--- src/rtl/led_fb_arbiter.sv ---
// LED frame-buffer arbiter: a host write stream is buffered and committed into a
// single-port frame RAM, sharing the one RAM port with scan-side reads.
module led_fb_arbiter #(
   parameter int AW           = 6,
   parameter int STARVE_LIMIT = 4,
   parameter int BUF_DEPTH    = 4
) (
   input  logic          bus_clk,
   input  logic          bus_rst_n,
   input  logic          host_wren,
   input  logic [31:0]   host_data,
   output logic          host_full,
   input  logic          host_addr_rst,
   output logic          host_ovf,
   input  logic          scan_req,
   input  logic [AW-1:0] scan_addr,
   output logic          scan_gnt,
   output logic [31:0]   scan_data,
   output logic          scan_valid,
   output logic          frame_done
);

   localparam int BW = (BUF_DEPTH > 1) ? $clog2(BUF_DEPTH) : 1;
   localparam int CW = $clog2(BUF_DEPTH + 1);
   localparam logic [CW-1:0] FULL_CNT   = CW'(BUF_DEPTH);
   localparam logic [3:0]    STARVE_MAX = 4'(STARVE_LIMIT);

   typedef enum logic [1:0] {
      ACC_IDLE,
      ACC_COMMIT,
      ACC_SCAN
   } access_t;

   access_t       access;
   logic [31:0]   ram [2**AW];
   logic [31:0]   fifo_mem [BUF_DEPTH];
   logic [BW-1:0] fifo_rd;
   logic [BW-1:0] fifo_wr;
   logic [CW-1:0] count;
   logic [AW-1:0] wr_ptr;
   logic [3:0]    starve_cnt;
   logic          armed;
   logic          accept;
   logic          commit;
   logic          buf_nonempty;

   assign host_full    = (count == FULL_CNT);
   assign buf_nonempty = (count != '0);
   assign accept       = host_wren && !host_full && !host_addr_rst;

   // One RAM access per cycle; nothing is granted until a full cycle after reset.
   always_comb begin
      access = ACC_IDLE;
      if (!armed || host_addr_rst) begin
         access = ACC_IDLE;
      end else if ((starve_cnt == STARVE_MAX) && buf_nonempty) begin
         access = ACC_COMMIT;
      end else if (scan_req) begin
         access = ACC_SCAN;
      end else if (buf_nonempty) begin
         access = ACC_COMMIT;
      end
   end

   assign commit   = (access == ACC_COMMIT);
   assign scan_gnt = (access == ACC_SCAN);

   always_ff @(posedge bus_clk or negedge bus_rst_n) begin
      if (!bus_rst_n) begin
         armed      <= 1'b0;
         count      <= '0;
         fifo_rd    <= '0;
         fifo_wr    <= '0;
         wr_ptr     <= '0;
         starve_cnt <= '0;
         host_ovf   <= 1'b0;
         frame_done <= 1'b0;
      end else begin
         armed      <= 1'b1;
         frame_done <= commit && (wr_ptr == '1);
         if (host_addr_rst) begin
            count      <= '0;
            fifo_rd    <= '0;
            fifo_wr    <= '0;
            wr_ptr     <= '0;
            starve_cnt <= '0;
            host_ovf   <= 1'b0;
         end else begin
            if (host_wren && host_full) begin
               host_ovf <= 1'b1;
            end
            if (accept) begin
               fifo_wr <= fifo_wr + BW'(1);
            end
            if (commit) begin
               fifo_rd <= fifo_rd + BW'(1);
               wr_ptr  <= wr_ptr + AW'(1);
            end
            case ({accept, commit})
               2'b10:   count <= count + CW'(1);
               2'b01:   count <= count - CW'(1);
               default: count <= count;
            endcase
            // Starvation counts only cycles where the host had data but lost the port.
            if (commit || !buf_nonempty) begin
               starve_cnt <= '0;
            end else if (starve_cnt != STARVE_MAX) begin
               starve_cnt <= starve_cnt + 4'd1;
            end
         end
      end
   end

   always_ff @(posedge bus_clk) begin
      if (accept) begin
         fifo_mem[fifo_wr] <= host_data;
      end
   end

   always_ff @(posedge bus_clk) begin
      if (commit) begin
         ram[wr_ptr] <= fifo_mem[fifo_rd];
      end
   end

   always_ff @(posedge bus_clk or negedge bus_rst_n) begin
      if (!bus_rst_n) begin
         scan_valid <= 1'b0;
         scan_data  <= 32'h0;
      end else begin
         scan_valid <= scan_gnt;
         if (scan_gnt) begin
            scan_data <= ram[scan_addr];
         end
      end
   end

endmodule

--- config.mk ---
export PLATFORM = sky130hd
export DESIGN_NAME = led_fb_arbiter
export DESIGN_NICKNAME = d
export VERILOG_FILES = /design/src/rtl/led_fb_arbiter.sv
export SDC_FILE = /design/constraint.sdc
export NUM_CORES = 2
export LEC_CHECK = 0
export ABC_CLOCK_PERIOD_IN_PS = 10050
export CAP_MARGIN = 20
export CORE_MARGIN = 2
export CORE_UTILIZATION = 40
export DETAILED_ROUTE_END_ITERATION = 7
export PLACE_DENSITY_LB_ADDON = 0.2
export REMOVE_ABC_BUFFERS = 1
export SETUP_SLACK_MARGIN = 0.2
export SYNTH_ARGS = -nofsm -noshare
export SYNTH_HDL_FRONTEND = slang
export SYNTH_SLANG_ARGS = --single-unit
--- constraint.sdc ---
create_clock -name bus_clk -period 10.05 [get_ports bus_clk]
set_clock_uncertainty 0.15 [all_clocks]
set_input_delay 1.5075 -clock bus_clk [delete_from_list [all_inputs] [get_ports bus_clk]]
set_output_delay 1.5075 -clock bus_clk [all_outputs]
set_load 0.01 [all_outputs]
==> key figures <==
Global routing
  – GRT overflow: 0
  – GRT Total Usage: about a fifth
  – Vias in the first global route: a little over 40000
  – Pin count of the biggest net entering global routing: 126
  – Initial antenna violation count: 10
  – First-pass GRT wire length: 318200 um

Outcome
  – Status: complete, no violations

Place
  – Post-DP HPWL: ~130000 um
  – IO Port Bufs: between 70 and 80
  – RePlAce Congestion: 0.7954
  – Dpl ws: 4.183 ns

Cells and area
  – Synthesis-to-finish area growth: 14.01%
  – Final nets: around 4300
  – Fin util: a little under half
  – Fill cell count: roughly 18000
  – Layout cell share with drive strength beyond 1: between 20% and 30%

CTS
  – Worst-path clk slew: 0.06 ns
  – Worst-case clock buffer depth: 3
  – Htree depth: 4
  – Worst-skew pair later-pin latency: ~0.84 ns
  – Num Clock Sinks: around 2200
  – Hold bufs inserted after CTS: 0
  – CTS buffer count: approximately 220
  – Root buf cell: clkbuf_16
  – Post-CTS Resized: 0
  – Post-CTS setup buffer count: 0
  – CTS tree: yes

Yosys
  – Synth async-reset ratio: under 10%
  – Synth Register Bits: around 2200
  – Sequential share of the synthesized area: about four fifths
  – Largest area contributor in the netlist: edfxtp_1
  – Syn Inst Count: ~4100
  – Post-Synth Adder-Cell Area: less than 1%
  – Post-Synth Simple-Gate Area: around 1.9%
  – Synth top area share: 77.01%
  – Syn Std Cell Area: 84850 um2
  – Top_reg_cell synth: edfxtp_1
  – Synth top area cells: edfxtp_1 (77%), mux4_2 (8.4%), mux2i_1 (4.6%)
  – Synth warn: 0
  – Mux contribution to synthesized area: 13.91%
  – Post-Synth XOR/XNOR Area: 0.09290%
  – Post-synth EDFFs: around 2200
  – Post-synthesis compound-gate area fraction: roughly 4.0%
  – Syn_area_per_cell: 20.84 um2
  – Largest family of logic cells by synthesized area: multiplexers
  – Netlist cell types: 46

Die
  – Initial Util: 40.13%
  – Die Ht: ~460 um
  – Die area: around 220000 um2
  – Num ports: 80
  – Core footprint: between 200000 and 250000 um2
  – Row cnt: approximately 170
  – Die Wd: 464.6 um

Power
  – LEAKAGE: 30.63 nW
  – Worst VDD drop: ~0.18 mV
  – PD cells: 201.5 nW/um2

Routing
  – WL final: 226500 um
  – DRC Markers: 0
  – Total number of vias: roughly 41000
  – Post-route ant nets: 0
  – Routed WL per cell: between 30 and 40 um
  – Drt via density: approximately 5.6
  – DR pass1 iterations: 8
  – DR iter-0 viols: between 4000 and 5000

Job
  – Max-cap violations: 0

Worst setup path
  – Worst setup SP type: primary input
  – Worst Setup End Kind: primary output
  – Worst Path Max Fanout: 17
  – Critical path arrival: ~3.7 ns
  – CP max stage delay: just over 0.9 ns
  – Slowest CP cell: clkdlybuf4s50_1
  – Most common cell on crit path: clkdlybuf4s50_1
  – Critical path, cell by cell: clkdlybuf4s50_1 > inv_1 > o2111a_4 > clkdlybuf4s50_1
  – CP required: between 8 and 9 ns
  – Worst Path Class, Setup: in -> out
  – Worst reg2reg path depth: 9

Timing
  – WHS: approximately 0.37 ns
  – Fin. Hold Viols: 0
  – Final worst slack: between 4 and 5 ns
  – Setup Viol. Count Final: 0
  – Unrepaired setup endpoints after global routing: false
  – Tcrit/Tclk final: a little over half
  – Final Max Slew Viols: 0
  – Least-Margin Pin Slew: roughly 1.2 ns
  – Highest clock rate: approximately 190 MHz
  – Setup_tns: 0 ns
  – Final min period: roughly 5.3 ns
  – Slew headroom: 20.94%

Worst hold path
  – Hold path depth: 2
  – Worst Hold Class: reg -> reg
-- cell type report --
type | count | area, um2 | area share [%]
diodes | 5 | 12.51 | 0.01293
clock buffers | 286 | 5842 | 6.039
clock inverters | 104 | 1104 | 1.141
inverters | 6 | 22.52 | 0.02328
multi-input cells | 1596 | 17580 | 18.18
flip-flops and latches | 2229 | 66670 | 68.92
well taps | 2821 | 3530 | 3.649
repair buffers | 223 | 1974 | 2.041
-- worst paths after layout --
check	start	endpoint	slack, ns
setup reg to reg	starve_cnt[0]	ram[3][27]	5.80
min in group asynchronous	bus_rst_n	scan_valid	0.65
hold reg to reg	host_ovf	host_ovf	0.37
setup / recovery	host_addr_rst	scan_gnt	4.74
hold / removal	host_ovf	host_ovf	0.37
max in group asynchronous	bus_rst_n	fifo_rd[0]	8.38
-- through the flow --
| step | cells | instance area (um2) | total power [mW] |
|---|---|---|---|
| 2_1_floorplan | 3831 | 83730 | 11.01 |
| 3_3_place_gp | 6871 | 89710 | 11.63 |
| 3_5_place_dp | 6875 | 89780 | 11.65 |
| 4_1_cts | 7265 | 96730 | 19.63 |
| 5_1_grt | 7268 | 96730 | 20.03 |
| 6_report | 7270 | 96740 | 19.49 |
-- report_power, final --
part / switching [mW] / total (mW) / internal [mW]
registers: 0.0573 / 10.4 / 10.3
logic: 0.718 / 1.05 / 0.332
clock network: 3.39 / 8.06 / 4.67
total: 4.17 / 19.5 / 15.3
-- critical path: cells and delay by family --
| kind | cells | cell delay [ns] |
|---|---|---|
| buf+inv | 3 | 1.79 |
| compound gates | 1 | 0.33 |
-- registers in the layout, summed over array words and instances (netlist names) --
register and count:
starve_cnt 4, armed 1, fifo_rd 2, count 3
scan_data 32, frame_done 1, ram 2048, host_ovf 1
scan_valid 1, fifo_wr 2, fifo_mem 128, wr_ptr 6
-- cells in the mapped netlist, types with 2 or more instances --
cell,count
a41o_1,31
edfxtp_1,2176
nand4_1,34
mux4_2,318
nand3_1,74
a21oi_1,7
o22a_1,31
o21ai_0,4
mux2i_1,392
a22o_1,31
buf_2,88
clkbuf_1,109
nand4b_1,2
and2_1,9
nor3b_1,2
nand2b_1,4
o22ai_1,95
o211ai_1,32
xor2_1,5
buf_4,20
dfrtp_1,53
a22oi_1,193
or3_1,4
ha_1,7
inv_1,6
nor2_1,183
nand3b_1,2
nor2b_1,6
a31oi_1,31
buf_1,20
xnor2_1,4
or3b_2,3
nand2_1,15
nor3_1,3
buf_6,4
mux2_2,64
-- cell usage in the layout, fill, tap and decap left out, types with 5 or more instances in the layout --
| cell | instances |
|---|---|
| inv_1 | 6 |
| mux4_2 | 318 |
| buf_4 | 137 |
| nor2_4 | 66 |
| ha_1 | 7 |
| mux2i_1 | 392 |
| clkinv_2 | 37 |
| o22ai_1 | 95 |
| a21oi_1 | 7 |
| nor2_1 | 116 |
| a41o_1 | 31 |
| clkbuf_8 | 11 |
| a22o_1 | 31 |
| nand2_1 | 15 |
| o211ai_1 | 32 |
| a31oi_1 | 31 |
| o22a_1 | 31 |
| edfxtp_1 | 2176 |
| dfrtp_1 | 52 |
| mux2_2 | 64 |
| nand4_1 | 34 |
| xor2_1 | 5 |
| clkbuf_1 | 56 |
| clkbuf_16 | 219 |
| nand3_1 | 74 |
| a22oi_1 | 193 |
| buf_12 | 6 |
| and2_2 | 5 |
| bufinv_16 | 24 |
| clkinv_1 | 35 |
| diode_2 | 5 |
| clkdlybuf4s50_1 | 74 |
-- per-layer routing --
metal	vias up	routed length (um)	track usage, %
li1	17390	-	-
met3	281	11070	2.772
met5	-	0	0
met4	0	6575	6.139
met2	1176	113400	34.85
met1	22090	95510	28.26
-- cells by family (layout without fill, tap and decap cells) --
group / count (synthesis) / count (layout)
muxes: 774 / 774
AOI/OAI and AO/OA: 458 / 458
DFF: 2229 / 2229
other: 1 / 6
buffers and inverters: 247 / 619
adders and majority gates: 8 / 8
xor gates and xnor gates: 9 / 9
and+or+nand+nor: 346 / 346
Power figures use the tool's default switching activity.
